**src/rtl/sync_filter_bank.sv**
```systemverilog
// Multi-channel level synchroniser with per-channel stability filter and
// registered rise/fall event pulses for asynchronous inputs entering clock.
module sync_filter_bank #(
  parameter int unsigned       NUM_CH     = 4,
  parameter int unsigned       STAGES     = 2,
  parameter int unsigned       FILTER_CYC = 3,
  parameter logic [NUM_CH-1:0] RST_VAL    = {NUM_CH{1'b0}}
) (
  input  logic              clock,
  input  logic              rst_n,
  input  logic [NUM_CH-1:0] async_in,
  output logic [NUM_CH-1:0] sync_out,
  output logic [NUM_CH-1:0] rise_pulse,
  output logic [NUM_CH-1:0] fall_pulse,
  output logic [NUM_CH-1:0] busy
);

  localparam int unsigned      CNT_W   = $clog2(FILTER_CYC + 1);
  localparam logic [CNT_W-1:0] CNT_MAX = CNT_W'(FILTER_CYC - 1);

  // Elaboration-time parameter range checks
  if (NUM_CH < 1 || NUM_CH > 32) begin : g_bad_num_ch
    $error("sync_filter_bank: NUM_CH=%0d outside 1..32", NUM_CH);
  end
  if (STAGES < 2 || STAGES > 4) begin : g_bad_stages
    $error("sync_filter_bank: STAGES=%0d outside 2..4", STAGES);
  end
  if (FILTER_CYC < 1 || FILTER_CYC > 16) begin : g_bad_filter_cyc
    $error("sync_filter_bank: FILTER_CYC=%0d outside 1..16", FILTER_CYC);
  end

  logic [NUM_CH-1:0] sync_q [STAGES];
  logic [NUM_CH-1:0] smp;
  logic [NUM_CH-1:0] lvl_q;
  logic [NUM_CH-1:0] lvl_nxt;
  logic [NUM_CH-1:0] busy_nxt;
  logic [CNT_W-1:0]  cnt_q   [NUM_CH];
  logic [CNT_W-1:0]  cnt_nxt [NUM_CH];

  // Plain flop chain; sync_q[0] is the only stage allowed to go metastable
  always_ff @(posedge clock or negedge rst_n) begin
    if (!rst_n) begin
      for (int k = 0; k < int'(STAGES); k++) sync_q[k] <= RST_VAL;
    end else begin
      sync_q[0] <= async_in;
      for (int k = 1; k < int'(STAGES); k++) sync_q[k] <= sync_q[k-1];
    end
  end

  assign smp = sync_q[STAGES-1];

  // A new level is adopted only after FILTER_CYC unbroken mismatching samples
  always_comb begin
    lvl_nxt  = lvl_q;
    busy_nxt = '0;
    for (int i = 0; i < int'(NUM_CH); i++) begin
      cnt_nxt[i] = '0;
      if (smp[i] != lvl_q[i]) begin
        if (cnt_q[i] == CNT_MAX) begin
          lvl_nxt[i] = smp[i];
        end else begin
          cnt_nxt[i] = cnt_q[i] + CNT_W'(1);
        end
      end
      busy_nxt[i] = (cnt_nxt[i] != '0);
    end
  end

  always_ff @(posedge clock or negedge rst_n) begin
    if (!rst_n) begin
      lvl_q      <= RST_VAL;
      rise_pulse <= '0;
      fall_pulse <= '0;
      busy       <= '0;
      for (int i = 0; i < int'(NUM_CH); i++) cnt_q[i] <= '0;
    end else begin
      lvl_q      <= lvl_nxt;
      rise_pulse <= ~lvl_q & lvl_nxt;
      fall_pulse <= lvl_q & ~lvl_nxt;
      busy       <= busy_nxt;
      for (int i = 0; i < int'(NUM_CH); i++) cnt_q[i] <= cnt_nxt[i];
    end
  end

  assign sync_out = lvl_q;

endmodule

```
**config.mk**
```make
export PLATFORM = sky130hd
export DESIGN_NAME = sync_filter_bank
export DESIGN_NICKNAME = d
export VERILOG_FILES = /design/src/rtl/sync_filter_bank.sv
export SDC_FILE = /design/constraint.sdc
export NUM_CORES = 1
export LEC_CHECK = 0
export CORE_ASPECT_RATIO = 2
export CORE_MARGIN = 3
export CORE_UTILIZATION = 38
export CTS_CLUSTER_DIAMETER = 150
export CTS_CLUSTER_SIZE = 25
export DETAILED_ROUTE_END_ITERATION = 10
export SYNTH_ARGS = -nofsm -noshare
export SYNTH_HDL_FRONTEND = slang
export SYNTH_SLANG_ARGS = --single-unit
```
**constraint.sdc**
```tcl
create_clock -name clock -period 1.4 [get_ports clock]
set_input_delay 0.14 -clock clock [delete_from_list [all_inputs] [get_ports clock]]
set_output_delay 0.14 -clock clock [all_outputs]
set_load 0.02 [all_outputs]
```
==> summary.md <==
| Metric | Value |
|---|---|
| Average size of a mapped cell | 16.4 um^2 |
| Number of pins exceeding their max-slew limit in the final report | 0 |
| Final WL | 1440 um |
| Power per standard cell area | 2120 nW/um^2 |
| RSZ-0062 raised after global routing | false |
| Synth-to-Final Area Change | 32.7% |
| Proportion of power drawn by the clock network | 0.244 |
| Count of standard-cell rows | 26 |
| Fin Hold WS | 0.251 ns |
| Share of Yosys cell area claimed by the top area cell type | 0.762 |
| Die height | 80.4 um |
| Kind of cell adding the most delay to the critical path | buffers and inverters |
| Nets | 99 |
| Cell with the largest stage delay on the worst path | sky130_fd_sc_hd__clkdlybuf4s50_1 |
| Global-route congestion overflow total | 0 |
| Final antenna diode count | 0 |
| Combinational cell fraction of total power | 0.297 |
| Initial DRC count | 13 |
| Startpoint class of the critical path | flip-flop |
| Maximum net fanout on the critical path | 1 |
| Starting Density | 0.404 |
| Flops & latches, synth | 32 |
| Async set-reset flop share out of synthesis | 1.00 |
| Type of the worst min-delay path | primary input to asynchronous set/reset pin |
| Largest area contributor in the synthesized netlist | sky130_fd_sc_hd__dfrtp_1 |
| Netlist Area Pre-Place | 1050 um^2 |
| Worst-Margin Slew | 0.377 ns |
| Avg WL per Cell | 11.9 um |
| Floorplan die area | 3470 um^2 |
| Worst reg2reg path depth | 2 |
| Buffers inserted by post-CTS timing repair | 0 |
| Data required time at the worst endpoint | 1.26 ns |
| Cells after Synth | 64 |
| Via count | 580 |
| Part of the total power dissipated in sequential elements | 0.459 |
| Clock root buffer master | sky130_fd_sc_hd__clkbuf_8 |
| Buffers plus inverters on the worst setup path | 1 |
| Number of hold-slack violations in the final timing report | 0 |
| Net Count, Synth | 70 |
| Cells along the critical path | clkdlybuf4s50_1 |
| Setup Crit Path Kind | flip-flop to output port |
| Core area | 2600 um^2 |
| Dominant synthesized flop cell | sky130_fd_sc_hd__dfrtp_1 |
| H-tree level count | 2 |
| Net switching share of the total power | 0.296 |
| Largest incremental delay on the critical path | 0.60 ns |
| Sw Pwr | 876 uW |
| Cts hold-fix bufs | 0 |
| Post-layout min period | 1.35 ns |
| Die Width | 43.2 um |
| Number of synthesis warnings | 0 |
| CTS tree | yes |
| Final period utilization | 0.962 |
| Initial antenna violation count | 0 |
| Total number of clock tree sinks | 32 |
| Number of clock buffers inserted by TritonCTS | 5 |
| Sequential element share of the synthesized area | 0.762 |
| Number of enable flip-flop cells after synthesis | 0 |
| # DRC | 0 |
| Worst-case vdd ir drop | 0.00107 V |
| Filler Cell Count | 250 |
| Number of top-level pins | 22 |
| Final clock skew | 0.00450 ns |
| Top post-synthesis cells by area | sky130_fd_sc_hd__dfrtp_1 (76%), sky130_fd_sc_hd__nor3b_1 (8.6%), sky130_fd_sc_hd__mux2_4 (5.7%) |
| Internal Power | 2080 uW |
| Clock buffer depth | 2 |
| Post-synthesis cell type count | 8 |
| Most numerous cell types in the synthesized netlist | sky130_fd_sc_hd__dfrtp_1 (32), sky130_fd_sc_hd__nor3b_1 (12) |
| CP Depth | 1 |
| Avg Vias per Cell | 4.79 |
| Insertion delay to the later sink of the worst-skew pair | 0.27 ns |
| Port Buf Inserts | 21 |
| Worst path arrival time | 1.21 ns |
| Maximum clock frequency | 0.742 GHz |
| Wire length of the first global-routing pass | 2700 um |
| Total iterations of the first detailed-routing run | 4 |
| Via count of the first global-routing pass | 640 |
| Category of the worst setup path capture point | output port |
| Outcome | finished clean |
| Post-route setup TNS | 0 ns |
| Final setup violation count | 0 |
| Max-slew headroom at the worst pin | 0.749 |
| Cts repair resizes | 4 |
| Sum of net half-perimeters after detailed placement | 1040 um |
| Total routing usage reported by global routing | 0.113 |
| Max-cap viol count | 0 |
| Antenna Nets Post-Route | 0 |
| Proportion of layout cells with a drive suffix above 1 | 0.151 |
| Register clock-pin slew on the reported worst setup and hold paths | 0.06 ns |
| Most frequently used cell type in the post-synthesis netlist | sky130_fd_sc_hd__dfrtp_1 |
| GP Congestion | 0.704 |
| Maximum number of pins on one net before global-route repair | 33 |
| Standby leakage power | 0.000624 uW |
## worst paths after layout
path / startpoint / slack [ns] / endpoint
min reg2reg: sync_q[5] / 0.34 / smp[1]
min in group clock: async_in[3] / 0.30 / sync_q[7]
max in group asynchronous: rst_n / 0.87 / fall_pulse[3]
max reg2reg: cnt_q[2] / 0.39 / sync_out[2]
min: rst_n / 0.25 / rise_pulse[2]
max: rise_pulse[0] / 0.05 / rise_pulse[0]
## through the flow
step           power (uW)   util  cells  area [um^2]  worst slack, ns
2_1_floorplan        1910      -     64         1050            0.440
6_report             2960  0.536    121         1400           0.0531
5_1_grt              3160  0.536    121         1400          0.00784
3_5_place_dp         2310  0.501    114         1300            0.242
3_3_place_gp         2290  0.501    114         1300            0.252
4_1_cts              3010  0.536    121         1400           0.0261
## cells in the final DEF, fill, tap and decap left out, drive strengths merged
| cell type | instances |
|---|---|
| nor2 | 4 |
| buf | 1 |
| dfrtp | 32 |
| nor3 | 4 |
| clkbuf | 7 |
| nand2b | 4 |
| nor3b | 12 |
| dlygate4sd2 | 4 |
| xnor2 | 4 |
| clkdlybuf4s50 | 17 |
| mux2 | 4 |
## cell type report
class	instances	area, um^2	area share
clock buffers	7	96.3	0.0691
multi-input cells	32	250	0.179
flip-flops and latches	32	801	0.574
well taps	28	35.0	0.0251
repair buffers	22	213	0.152
## state kept, by name (all words and copies together) (netlist names)
register,cells
cnt_q,8
busy,4
rise_pulse,4
smp,4
sync_out,4
fall_pulse,4
sync_q,4
## layer usage
metal	vias up	global-route usage	wire, um
li1	272	-	-
met1	284	0.115	527
met2	19	0.165	754
met3	5	0.0538	98
met4	0	0.0997	63
met5	-	0	0
## logic make-up (layout without fill, tap and decap cells)
kind of cell	Yosys count	count (layout)	synth area share
xor+xnor	4	4	0.0333
simple gates	24	24	0.148
mux	4	4	0.0571
flops	32	32	0.762
buf+inv	0	29	0
## power groups by stage
| stage | Clock (uW) | Combinational, uW | Sequential, uW |
|---|---|---|---|
| detailed placement | 0 | 931 | 1380 |
| finish | 722 | 877 | 1360 |
| global placement | 0 | 927 | 1360 |
| CTS | 758 | 895 | 1360 |
| floorplan | 0 | 373 | 1530 |
| global route | 809 | 948 | 1410 |
Power figures use the tool's default switching activity.
